File: src/rtl/z16_mem_arbiter.sv
// Round-robin arbiter sharing the Z16 data memory between the CPU (port 0) and
// the boot loader / debug host (port 1), with a watchdog-bounded port-1 lock.
module z16_mem_arbiter #(
    parameter int READ_LAT = 1,
    parameter int LOCK_MAX = 16
) (
    input  logic        i_clk,
    input  logic        i_rst_n,

    input  logic        i_p0_req,
    input  logic        i_p0_wen,
    input  logic [15:0] i_p0_addr,
    input  logic [15:0] i_p0_wdata,
    output logic        o_p0_gnt,
    output logic        o_p0_rvalid,
    output logic [15:0] o_p0_rdata,
    output logic        o_cpu_stall,

    input  logic        i_p1_req,
    input  logic        i_p1_wen,
    input  logic        i_p1_lock,
    input  logic [15:0] i_p1_addr,
    input  logic [15:0] i_p1_wdata,
    output logic        o_p1_gnt,
    output logic        o_p1_rvalid,
    output logic [15:0] o_p1_rdata,

    output logic        o_mem_en,
    output logic        o_mem_wen,
    output logic [15:0] o_mem_addr,
    output logic [15:0] o_mem_wdata,
    input  logic [15:0] i_mem_rdata
);

    localparam int              CW      = $clog2(LOCK_MAX + 1);
    localparam logic [CW-1:0]   CNT_MAX = CW'(LOCK_MAX);

    logic                r_last;      // port accepted most recently
    logic                r_locked;
    logic [CW-1:0]       r_lock_cnt;
    logic [READ_LAT-1:0] r_pipe_vld;
    logic [READ_LAT-1:0] r_pipe_id;

    logic lock_active;
    logic p0_gnt;
    logic p1_gnt;
    logic rd_accept;
    logic head_vld;
    logic head_id;

    // Once the watchdog count is reached the lock stops steering arbitration;
    // port 1 was necessarily the last winner, so a tie now goes to port 0.
    assign lock_active = r_locked && (r_lock_cnt < CNT_MAX);

    // NOTE: every always_comb output gets a default first so no latch is inferred.
    always_comb begin
        p0_gnt = 1'b0;
        p1_gnt = 1'b0;
        if (lock_active) begin
            p1_gnt = i_p1_req;
        end else if (i_p0_req && i_p1_req) begin
            p0_gnt = r_last;
            p1_gnt = ~r_last;
        end else begin
            p0_gnt = i_p0_req;
            p1_gnt = i_p1_req;
        end
    end

    assign o_p0_gnt    = p0_gnt;
    assign o_p1_gnt    = p1_gnt;
    assign o_cpu_stall = i_p0_req & ~p0_gnt;

    always_comb begin
        o_mem_en    = p0_gnt | p1_gnt;
        o_mem_wen   = 1'b0;
        o_mem_addr  = '0;
        o_mem_wdata = '0;
        if (p0_gnt) begin
            o_mem_wen   = i_p0_wen;
            o_mem_addr  = i_p0_addr;
            o_mem_wdata = i_p0_wdata;
        end else if (p1_gnt) begin
            o_mem_wen   = i_p1_wen;
            o_mem_addr  = i_p1_addr;
            o_mem_wdata = i_p1_wdata;
        end
    end

    assign rd_accept = (p0_gnt & ~i_p0_wen) | (p1_gnt & ~i_p1_wen);

    // NOTE: sequential state uses non-blocking assignments so every flop samples
    // pre-edge values regardless of statement order.
    always_ff @(posedge i_clk or negedge i_rst_n) begin
        if (!i_rst_n) begin
            r_last     <= 1'b1;
            r_locked   <= 1'b0;
            r_lock_cnt <= '0;
            r_pipe_vld <= '0;
            r_pipe_id  <= '0;
        end else begin
            if (p0_gnt) begin
                r_last     <= 1'b0;
                r_locked   <= 1'b0;
                r_lock_cnt <= '0;
            end else if (p1_gnt) begin
                r_last <= 1'b1;
                if (i_p1_lock) begin
                    r_locked <= 1'b1;
                    if (r_lock_cnt != CNT_MAX) begin
                        r_lock_cnt <= r_lock_cnt + CW'(1);
                    end
                end else begin
                    r_locked   <= 1'b0;
                    r_lock_cnt <= '0;
                end
            end

            // Tag pipe: stage 0 holds reads accepted last cycle, the top stage
            // lines up with i_mem_rdata.
            for (int i = READ_LAT - 1; i > 0; i--) begin
                r_pipe_vld[i] <= r_pipe_vld[i-1];
                r_pipe_id[i]  <= r_pipe_id[i-1];
            end
            r_pipe_vld[0] <= rd_accept;
            r_pipe_id[0]  <= p1_gnt;
        end
    end

    assign head_vld = r_pipe_vld[READ_LAT-1];
    assign head_id  = r_pipe_id[READ_LAT-1];

    assign o_p0_rvalid = head_vld & ~head_id;
    assign o_p1_rvalid = head_vld & head_id;
    assign o_p0_rdata  = o_p0_rvalid ? i_mem_rdata : 16'h0000;
    assign o_p1_rdata  = o_p1_rvalid ? i_mem_rdata : 16'h0000;

endmodule

File: config.mk
export PLATFORM = sky130hd
export DESIGN_NAME = z16_mem_arbiter
export DESIGN_NICKNAME = d
export VERILOG_FILES = /design/src/rtl/z16_mem_arbiter.sv
export SDC_FILE = /design/constraint.sdc
export NUM_CORES = 1
export LEC_CHECK = 0
export CORE_MARGIN = 5
export CORE_UTILIZATION = 26
export DETAILED_ROUTE_END_ITERATION = 10
export PLACE_DENSITY = 0.94
export SKIP_LAST_GASP = 1
export SYNTH_ARGS = -nofsm -noshare
export SYNTH_HDL_FRONTEND = slang
export SYNTH_SLANG_ARGS = --single-unit
File: constraint.sdc
create_clock -name i_clk -period 1.6 [get_ports i_clk]
set_input_delay 0.32 -clock i_clk [delete_from_list [all_inputs] [get_ports i_clk]]
set_output_delay 0.32 -clock i_clk [all_outputs]
set_load 0.02 [all_outputs]
==> run metrics <==
Hold Path Class=in -> async; master of the slowest instance on the critical path=sky130_fd_sc_hd__dfstp_2; number of iterations in the first detailed-routing pass=4; Seq/Total Area, Yosys=0.1876; TritonCTS Buffers=3; required time at the worst-slack endpoint=~1.3 ns; initial core utilization=0.2717; number of global-route vias before repair=2135; worst hold slack across all endpoints=0.3810 ns; dominant delay contributor by cell family on the critical path=flip-flops; power density over cell area=between 600 and 700 nW/um2; highest-count cells in the layout ignoring fill and taps=sky130_fd_sc_hd__clkdlybuf4s50_1, sky130_fd_sc_hd__nand2_1, sky130_fd_sc_hd__buf_6; fraction of power spent switching nets=0.4006; worst-case vdd ir drop=325.1 uV; Metal-1 WL=2.524 mm; total number of vias=2071; Critical Path Sink Type=output pin; violated checks=setup timing; worst setup skew after layout=between 0.001 and 0.0015 ns; length of routed met3 wiring=around 560 um; Max Fanout on Critical Path=13; number of nets produced by synthesis=~290; antenna violations before repair=0; Data arrival, critical path=around 1.6 ns; total number of nets in the final design=456; area of the die=6107 um2; Die Wd=78.15 um; number of filler cells placed in the layout=~330; cell-by-cell trace of the critical path=nand2b_4, nand3_4, buf_12, buf_16, nand3_2, nand2_1, buf_6; number of antenna diodes=0; buffers plus inverters on the worst setup path=3; peak per-stage delay on the critical path=about 0.53 ns; worst slew slack as a fraction of its limit=0.7259; share of total power in sequential cells=0.140; wire length of the first global-routing pass=between 9 and 10 mm; result of the run=complete, but fails checks; crit path launch type=register; share of power burned in combinational logic=0.725; switching power total=803.6 uW; Residual DRC=0; number of DRC markers after the initial detailed-route iteration=56; synth unique cells=33; number of port buffers=between 150 and 200; maximum number of pins on one net before global-route repair=37; fraction of final layout cells with drive strength greater than 1=0.3852; I/O pin cnt=158; Cell Int Power=roughly 1.2 mW; final routed wire length divided by cell count=between 15 and 20 um; type of the worst setup path=reg -> out; post-layout worst setup margin=-0.3300 ns; Pins Over Slew Limit=0; final critical-path required period=around 1.9 ns; post-detailed-route via-to-cell ratio=just under 5; total number of yosys warnings=0; summed instance area of the synthesized netlist=between 1000 and 1500 um2; count of final hold-check violations=0; final weighted congestion in routability-driven placement=between 0.8 and 0.9; maximum root-to-sink buffer count=2; DRT Wirelength=between 6 and 7 mm; clock slew seen by the registers of the worst setup and hold paths=roughly 0.050 ns; achievable clock frequency=between 0.5 and 0.6 GHz; static leakage=1.617 nW; global-route usage over all layers=0.1974; CTS tree=yes; Setup violations, final=between 40 and 50; part of the cycle the worst path needs=1.206; number of flip-flops and latches in the synthesized netlist=9; DIE HEIGHT=78.15 um; clock sink count=9; Total Negative Setup Slacks=-10.73 ns; unrepaired setup endpoints after global routing=true; remaining antenna violation count after routing=0; CTS Hold Buffers Added=0; most common cell after layout, fill and taps aside=sky130_fd_sc_hd__clkdlybuf4s50_1; highest metal layer with signal wires=met4; path depth of the worst reg2reg path=7; H-tree depth=1; Mean Syn Cell Area=6.129 um2; core footprint=between 4000 and 5000 um2; count of cell instances traversed by the critical path=7; synthesis-to-layout area growth=170.4%; Root Buffer Master=sky130_fd_sc_hd__clkbuf_8; Rows=24; Clock Power Share=0.135; remaining global-route overflow=0; transition time at the pin with the least slew margin=roughly 0.41 ns; total of max-cap violations=0; insertion delay of the later-clocked pin in the worst-skew pair=0.24 ns; met2 WL=3.589 mm; post-synthesis cell count=between 150 and 200; dpl ws=-0.8318 ns; HPWL after detailed placement=~4.9 mm
-- final cells by class --
class	count	area, um2	area share
multi-input combinational	166	1035	0.3170
inverter	7	28.78	0.008816
sequential	9	226.5	0.06938
timing repair buffer	180	1864	0.5711
clock buffer	4	45.04	0.01380
tap	52	65.06	0.01993
-- logic make-up (layout without fill, tap and decap cells) --
kind of cell               after synthesis  in the layout  synth area share
AOI/OAI and AO/OA                       11             11           0.07150
adders and majority gates                2              2           0.02072
muxes                                    1              1          0.008290
DFF                                      9              9            0.1876
buffers and inverters                   22            191           0.08912
and+or+nand+nor                        152            152            0.6228
-- layer usage --
metal,track usage,vias up
li1,-,1004
met1,0.2081,945
met2,0.3784,110
met3,0.05263,12
met4,0.06294,0
met5,0,-
-- state kept, by name, indices dropped and copies added (netlist names) --
signal / cells
head_id: 1
head_vld: 1
r_last: 1
r_lock_cnt: 5
r_locked: 1
-- through the flow --
stage | cell area (um2) | total power, mW | cells | util
final | 3264 | 2.006 | 418 | 0.7345
after CTS | 3068 | 1.878 | 415 | 0.6903
after floorplan | 1209 | 0.8230 | 197 | -
after global placement | 2893 | 1.468 | 405 | 0.6509
after global routing | 3264 | 2.116 | 418 | 0.7345
after detailed placement | 2893 | 1.495 | 405 | 0.6509
-- cells in the mapped netlist (all sizes together) --
cell type,instances,area (um2)
nand2,69,259.0
nand3,37,197.7
and2,18,112.6
and3,16,100.1
buf,12,70.06
dfrtp,8,200.2
inv,7,26.28
clkbuf,3,11.26
nor2,3,11.26
o21ai,3,15.01
a21oi,2,21.27
ha,2,25.02
nand2b,2,20.02
nand4,2,12.51
o22ai,2,12.51
or3,2,12.51
a31oi,1,6.260
a32o,1,10.01
a32oi,1,8.760
and2b,1,7.510
dfstp,1,26.28
mux2i,1,10.01
nand3b,1,7.510
nand4bb,1,11.26
o211ai,1,12.51
-- power by group through the flow --
stage               Clock (mW)  Combinational, mW  Sequential (mW)
CTS                      0.272               1.33            0.279
global route             0.290               1.54            0.285
detailed placement           0               1.21            0.281
global placement             0               1.19            0.281
finish                   0.271               1.45            0.281
floorplan                    0              0.541            0.282
-- repair_timing --
| item | 4_1_cts | 5_1_grt |
|---|---|---|
| pin swaps | 25 | 15 |
| setup endpoints to repair | 74 | 75 |
| buffers inserted | 5 | 0 |
| resized for setup | 333 | 86 |
| cloned | 2 | 3 |
-- worst paths after layout --
| kind | start | end | slack [ns] |
|---|---|---|---|
| setup / recovery | r_last | o_mem_wdata[10] | -0.33 |
| hold / removal | i_rst_n | r_lock_cnt[3] | 0.38 |
| setup reg to reg | r_last | r_lock_cnt[0] | 0 |
| hold reg to reg | r_last | r_last | 0.54 |
| max in group asynchronous | i_rst_n | r_last | 0.90 |
| min in group i_clk | r_last | r_last | 0.54 |
Note: power is estimated with default switching activity, not from simulation.
